===== config.mk =====
export PLATFORM = sky130hd
export DESIGN_NAME = fma_share_sched_flat
export DESIGN_NICKNAME = d
export VERILOG_FILES = /design/src/rtl/fma_share_sched_if.sv /design/src/rtl/fma_share_sched.sv /design/src/flat_wrapper.sv
export SDC_FILE = /design/constraint.sdc
export NUM_CORES = 1
export LEC_CHECK = 0
export CAP_MARGIN = 20
export CORE_AREA = 3 3 215 217
export CTS_BUF_LIST = sky130_fd_sc_hd__clkbuf_4
export DETAILED_ROUTE_END_ITERATION = 8
export DIE_AREA = 0 0 218 220
export SYNTH_ARGS = -nofsm -noshare
export SYNTH_HDL_FRONTEND = slang
export SYNTH_SLANG_ARGS = --single-unit
export TNS_END_PERCENT = 5

===== constraint.sdc =====
create_clock -name clk -period 11 [get_ports clk]
set_clock_uncertainty 0.2 [all_clocks]
set_input_delay 2.2 -clock clk [delete_from_list [all_inputs] [get_ports clk]]
set_output_delay 2.2 -clock clk [all_outputs]
set_load 0.01 [all_outputs]

===== src/rtl/fma_share_sched_if.sv =====
// fma_share_sched_if: requester-side operand and result handshakes of the shared FMA scheduler
interface fma_share_sched_if #(
  parameter int NUM_REQ = 4
);
  logic [NUM_REQ-1:0]    req_valid;
  logic [NUM_REQ-1:0]    req_ready;
  logic [NUM_REQ*32-1:0] req_a;
  logic [NUM_REQ*32-1:0] req_b;
  logic [NUM_REQ*32-1:0] req_c;
  logic [NUM_REQ-1:0]    resp_valid;
  logic [NUM_REQ-1:0]    resp_ready;
  logic [31:0]           resp_data;
  modport master (
    output req_valid, req_a, req_b, req_c, resp_ready,
    input  req_ready, resp_valid, resp_data
  );
  modport slave (
    input  req_valid, req_a, req_b, req_c, resp_ready,
    output req_ready, resp_valid, resp_data
  );
endinterface


===== src/rtl/fma_share_sched.sv =====
// fma_share_sched: round-robin sharing of one multicycle combinational FMA among NUM_REQ requesters
module fma_share_sched #(
  parameter int NUM_REQ = 4,
  parameter int FMA_LAT = 2
) (
  input  logic             clk,
  input  logic             rst,
  fma_share_sched_if.slave bus,
  output logic [31:0]      fma_a,
  output logic [31:0]      fma_b,
  output logic [31:0]      fma_c,
  input  logic [31:0]      fma_result,
  output logic             busy
);
  localparam int PW = $clog2(NUM_REQ);
  localparam int CW = $clog2(FMA_LAT + 1);
  typedef enum logic [1:0] {IDLE, EXEC, RESP} state_t;
  state_t             r_state, w_next;
  logic [PW-1:0]      r_ptr, r_owner, w_gnt;
  logic [CW-1:0]      r_cnt;
  logic               w_any, w_acc;
  logic [31:0]        r_a, r_b, r_c, r_data;
  logic [NUM_REQ-1:0] r_resp_valid;
  // the lowest offset from r_ptr wins, so scan from the far end down
  always_comb begin
    w_gnt = '0;
    w_any = 1'b0;
    for (int i = NUM_REQ - 1; i >= 0; i--)
      if (bus.req_valid[(int'(r_ptr) + i) % NUM_REQ]) begin
        w_gnt = PW'((int'(r_ptr) + i) % NUM_REQ);
        w_any = 1'b1;
      end
  end
  assign w_acc = r_state == IDLE && w_any;
  always_comb begin
    w_next = (w_acc) ? EXEC :
             (r_state == EXEC && r_cnt == '0) ? RESP :
             (r_state == RESP && bus.resp_ready[r_owner]) ? IDLE : r_state;
  end
  always_ff @(posedge clk or posedge rst)
    if (rst) begin
      r_state      <= IDLE;
      r_ptr        <= '0;
      r_owner      <= '0;
      r_cnt        <= '0;
      r_a          <= '0;
      r_b          <= '0;
      r_c          <= '0;
      r_data       <= '0;
      r_resp_valid <= '0;
    end else begin
      r_state <= w_next;
      if (w_acc) begin
        r_a     <= bus.req_a[32*w_gnt +: 32];
        r_b     <= bus.req_b[32*w_gnt +: 32];
        r_c     <= bus.req_c[32*w_gnt +: 32];
        r_owner <= w_gnt;
        r_ptr   <= (w_gnt == PW'(NUM_REQ - 1)) ? '0 : w_gnt + 1'b1;
        r_cnt   <= CW'(FMA_LAT - 1);
      end
      if (r_state == EXEC) begin
        if (r_cnt != '0) r_cnt <= r_cnt - 1'b1;
        else begin
          r_data       <= fma_result;
          r_resp_valid <= NUM_REQ'(1) << r_owner;
        end
      end
      if (r_state == RESP && bus.resp_ready[r_owner]) r_resp_valid <= '0;
    end
  assign bus.req_ready  = w_acc ? NUM_REQ'(1) << w_gnt : '0;
  assign bus.resp_valid = r_resp_valid;
  assign bus.resp_data  = r_data;
  assign fma_a          = r_a;
  assign fma_b          = r_b;
  assign fma_c          = r_c;
  assign busy           = r_state != IDLE;
endmodule


===== src/flat_wrapper.sv =====
// flat-port wrapper written by rule: the top's interface ports become plain ports
module fma_share_sched_flat 
#(
  parameter int NUM_REQ = 4,
  parameter int FMA_LAT = 2
)
  (clk, rst, fma_a, fma_b, fma_c, fma_result, busy, bus_req_valid, bus_req_a, bus_req_b, bus_req_c, bus_resp_ready, bus_req_ready, bus_resp_valid, bus_resp_data);
  fma_share_sched_if #(.NUM_REQ(NUM_REQ)) bus_i ();
  input  logic clk;
  input  logic rst;
  output logic [31:0] fma_a;
  output logic [31:0] fma_b;
  output logic [31:0] fma_c;
  input  logic [31:0] fma_result;
  output logic busy;
  input wire logic [$bits(bus_i.req_valid)-1:0] bus_req_valid;
  input wire logic [$bits(bus_i.req_a)-1:0] bus_req_a;
  input wire logic [$bits(bus_i.req_b)-1:0] bus_req_b;
  input wire logic [$bits(bus_i.req_c)-1:0] bus_req_c;
  input wire logic [$bits(bus_i.resp_ready)-1:0] bus_resp_ready;
  output wire logic [$bits(bus_i.req_ready)-1:0] bus_req_ready;
  output wire logic [$bits(bus_i.resp_valid)-1:0] bus_resp_valid;
  output wire logic [$bits(bus_i.resp_data)-1:0] bus_resp_data;
  assign bus_i.req_valid = bus_req_valid;
  assign bus_i.req_a = bus_req_a;
  assign bus_i.req_b = bus_req_b;
  assign bus_i.req_c = bus_req_c;
  assign bus_i.resp_ready = bus_resp_ready;
  assign bus_req_ready = bus_i.req_ready;
  assign bus_resp_valid = bus_i.resp_valid;
  assign bus_resp_data = bus_i.resp_data;
  fma_share_sched #(.NUM_REQ(NUM_REQ), .FMA_LAT(FMA_LAT)) u_core (.clk(clk), .rst(rst), .bus(bus_i), .fma_a(fma_a), .fma_b(fma_b), .fma_c(fma_c), .fma_result(fma_result), .busy(busy));
endmodule

**Word level (Yosys, flattened, before mapping)**

Cells that the tools add are included.

- Bits of input ports: 426
- Register bits: 140
- Output and inout bits: 137

- $lt $le $gt $ge: 5
- Muxes and demuxes: 32
- Add/subtract/negate cells: 5
- Shift operators: 5
- Bitwise operators: 4
- Equality and inequality tests: 4
- Reduce and logical (&&, ||, !) cells: 14

Operators with widths:

| kind | number |
|---|---|
| $shiftx A128 B8 Y32 | 3 |
| $mux W2 | 11 |
| $mux W4 | 4 |
| $lt A3 B4 Y1 const B | 3 |
| $mux W1 | 12 |
| $bmux W1 S2 | 5 |
| $shl A1 B2 Y4 const A | 2 |
| $lt A2 B3 Y1 const B | 2 |
| $reduce_bool A2 Y1 | 3 |
| $reduce_or A2 Y1 | 3 |
| $add A2 B1 Y2 const B | 2 |
| $add A2 B2 Y2 const B | 2 |
| $eq A2 B2 Y1 const B | 2 |
| $logic_not A2 Y1 | 2 |
| $reduce_and A2 Y1 | 2 |
| $and A1 B1 Y1 const A | 3 |
| $logic_and A1 B1 Y1 | 3 |
| $reduce_bool A3 Y1 | 1 |
| $eq A2 B1 Y1 const B | 1 |
| $ne A2 B1 Y1 const B | 1 |
| $sub A2 B1 Y2 const B | 1 |
| $not A1 Y1 | 1 |

**Depth between registers and ports, before layout**

- Depth in word-level cells: 14
- Gate-level depth with buffers: 9
- Depth with buffers taken out: 6

**Worst setup path before layout**

Ideal clock, no wire load.

- Path kind: input-to-output
- From: input port bus_req_valid[1]
- To: output port bus_req_ready[2]
- Slack: 5.100 ns
- Required time: 8.600 ns
- Arrival: 3.500 ns
- Stages on the path: 8
- Cell sequence: or3b_1 -> o221a_2 -> buf_2 -> inv_2 -> buf_2 -> buf_2 -> ha_1 -> and2_1

- Longest elaborated chain between the ends: 9
- Elaborated cells between the ends (all ways): 22
- Classes of those cells: shift (1); mux (20); reduce/logical (1)

RTL lines:

| item | line | RTL |
|---|---|---|
| from (decl) | flat_wrapper.sv:16 | `input wire logic [$bits(bus_i.req_valid)-1:0] bus_req_valid;` |
| $bmux W1 S2 | fma_share_sched.sv:29 | `if (bus.req_valid[(int'(r_ptr) + i) % NUM_REQ]) begin` |
| $mux W1 (not written as such) (2 in a row) | fma_share_sched.sv:29 |  |
| $mux W2 or $mux W1 (tied branches) (4 in a row) | fma_share_sched.sv:29 |  |
| $shl A1 B2 Y4 or $logic_and A1 B1 Y1 (tied branches) | fma_share_sched.sv:70, fma_share_sched.sv:34 |  |
| $mux W4 * | fma_share_sched.sv:70 | `assign bus.req_ready = w_acc ? NUM_REQ'(1) << w_gnt : '0;` |
| to (decl) | flat_wrapper.sv:21 | `output wire logic [$bits(bus_i.req_ready)-1:0] bus_req_ready;` |

Mark *: on every way between the ends. The rest lies on a longest branch, timed or not. The select of a mux whose other input is x is not followed.

**Worst setup path in the final report**

- From: input port bus_req_valid[1]
- To: output port bus_req_ready[1]

Same word-level chain as after synthesis.

==> results.md <==
- Status: finished, final reports clean
- Starting density of the core: 18.1%
- Initial antenna violation count: 2
- WS Path Type: input port to output pin
- H-tree levels: 4
- GP Congestion: 0.900
- Post-synthesis cell count: 1053
- Number of buffers created by CTS: 17
- Via density: 4.29
- Clk root buf: clkbuf_4
- FF+latch area: 0.00350 mm^2
- Final hold vios: 0
- Max-cap violations: 0
- Clock Sink Count: 140
- Share of cells above drive strength 1: 5.15%
- Drt initial violations: 522
- Yosys reg bits: 140
- Measured slew at the worst slew-check pin: 1210 ps
- Area leader, netlist: dfrtp_1
- Critical Path RT: 8600 ps
- IO Port Bufs: 562
- RSZ-0062 raised after global routing: no
- Clock transition at path regs: 140 ps
- 1st-pass router iterations: 6
- Mapped cell area: 0.00800 mm^2
- WHS: 290 ps
- Die footprint: 0.0480 mm^2
- Critical Path Start Type: input port
- WP data arrival: 5140 ps
- Synthesized Nets: 1483
- Sequential fraction of the synthesis area: 43.8%
- Most area-consuming cells after synthesis: dfrtp_1 44%, nand2_1 23%, a21oi_1 11%
- Tmin final: 7540 ps
- Max-slew headroom: 19.6%
- Netlist cell types: 32
- Hold-fix buffer count after cts: 0
- Routed wire per std cell: 17.7 um
- Core ar.: 0.0443 mm^2
- Grt ovf: 0
- Fill count: 4673
- CTS tree: done
- WL final: 38.3 mm
- Via count: 9293
- Power Density: 102 mW/mm^2
- Die W: 218 um
- YS warnings: 0
- Synthesized area per cell: 7.60 um^2
- Worst-path maximum fanout: 196
- Remaining antenna violation count: 0
- TNS Setup: 0 ps
- Top-Level Pins: 563
- Worst skew pair latency: 600 ps
- Die H: 220 um
- Global-route wire length before repair: 55.5 mm
- Row Count: 77
- Final setup viols: 0
- Pin count of the biggest net entering global routing: 197
- Post-cts gate resize count: 0
- Post-CTS Setup Repair Bufs: 0
- Nets@finish: 1992
- GRT Util Overall: 15.1%
- Post-synth top area share: 43.8%
- Leak: 6.32 nW
- Residual DRC: 0
- Fmax: 133 MHz
- Area of the multi-input gates: 0.00412 mm^2
- Worst Hold Class: flop to flop
- Worst VDD drop: 0.0634 mV
- Vias in the first global route: 9410
- Longest Clk Path Bufs: 2
- Final Max Tran Viols: 0
- Final Cycle Share: 68.5%
- Worst setup EP type: output pin
- Synth-to-layout area growth: 80.8%
- DP HPWL: 28.2 mm
## Yosys cell counts, drive strengths merged
library cell and n:
and3 1, o221a 1, mux4 1, nand3 1, nor2b 2, or3b 1
a211o 96, buf 37, a311oi 1, o22a 1, ha 4, mux2i 1
clkbuf 45, a21boi 2, nor3 2, nor2 4, o21ai 4, nand2 491
a21oi 199, or2 2, dfrtp 140, or3 2, nand2b 2, nor4 1
inv 6, and2 4, nand3b 2
## layout by cell type, fill, tap and decap left out, types with 2 or more instances in the layout
cell type	Yosys	routed
nor2_1	4	4
diode_2	0	2
dfrtp_1	140	140
clkinvlp_4	0	2
a21oi_2	29	29
or2_4	1	2
ha_1	4	4
nor2b_1	2	2
inv_6	0	5
and2_1	4	4
a21oi_1	170	170
inv_1	5	4
clkinv_2	0	3
bufinv_16	0	5
nand3b_1	2	2
clkdlybuf4s50_1	0	562
nand2_1	491	491
a211o_1	96	96
buf_4	0	9
a21boi_0	2	2
nand2b_1	2	2
o21ai_0	3	3
clkbuf_4	0	17
## state kept, by name, indices dropped and copies added (netlist names)
| signal | cells |
|---|---|
| u_core.bus.resp_data | 32 |
| u_core.fma_a | 32 |
| u_core.fma_b | 32 |
| u_core.fma_c | 32 |
| u_core.bus.resp_valid | 4 |
| u_core.r_cnt | 2 |
| u_core.r_owner | 2 |
| u_core.r_ptr | 2 |
| u_core.r_state | 2 |
## metal layers
layer	GRT usage, %	up-vias	wire (um)
met5	0	-	0
li1	-	4538	-
met2	25.8	365	18700
met3	4.45	48	3050
met4	5.37	0	986
met1	18.0	4342	15600
## path summary, 6_finish.rpt
check,startpoint,to,slack (ps),depth (start not counted)
setup reg to reg,u_core.r_state[1]$_DFFE_PP0P_,u_core.fma_a[30]$_DFFE_PP0P_,7640,6
max in group asynchronous,rst,u_core.fma_c[31]$_DFFE_PP0P_,7350,3
min in group asynchronous,rst,u_core.fma_c[7]$_DFFE_PP0P_,1880,2
setup / recovery,bus_req_valid[1],bus_req_ready[1],3460,7
hold / removal,u_core.bus.resp_data[18]$_DFFE_PP0P_,u_core.bus.resp_data[18]$_DFFE_PP0P_,290,2
hold reg to reg,u_core.bus.resp_data[18]$_DFFE_PP0P_,u_core.bus.resp_data[18]$_DFFE_PP0P_,290,2
## cell type report
| cell class | count | area share (%) |
|---|---|---|
| repair buffers | 572 | 39.5 |
| clock inverters | 14 | 1.49 |
| well taps | 592 | 5.12 |
| flip-flops and latches | 140 | 24.2 |
| inverters | 6 | 0.225 |
| diodes | 2 | 0.0346 |
| multi-input cells | 825 | 28.5 |
| clock buffers | 17 | 0.883 |
## cells by family (layout without fill, tap and decap cells)
family          after synthesis  after routing  synth area share [%]
buf+inv                      88            609                  5.02
other cells                   0              2                     0
simple gates                515            515                  24.9
flops                       140            140                  43.8
compound gates              304            304                  25.2
fa+ha+maj                     4              4                 0.626
mux                           2              2                 0.407
## metrics by stage
stage	setup slack [ps]	cells	util (%)	cell area, um^2	total power, mW
6_report	3460	2168	32.6	14500	1.48
2_1_floorplan	4850	1053	-	8000	0.771
5_1_grt	3290	2168	32.6	14500	1.57
3_5_place_dp	3430	2135	31.8	14100	1.06
4_1_cts	3430	2166	32.6	14500	1.51
3_3_place_gp	3450	2135	31.8	14100	1.06
## critical path, stage by stage
cell and delay [ps]:
clkdlybuf4s50_1 540, a21boi_0 260, o221a_4 240, buf_12 420
ha_1 290, and2_1 170, clkdlybuf4s50_1 550
## power by group
| part | switching [mW] | internal (mW) |
|---|---|---|
| sequential | 0.0282 | 0.558 |
| combinational | 0.197 | 0.267 |
| clock | 0.224 | 0.203 |
| total | 0.450 | 1.03 |
Note: power is estimated with default switching activity, not from simulation.
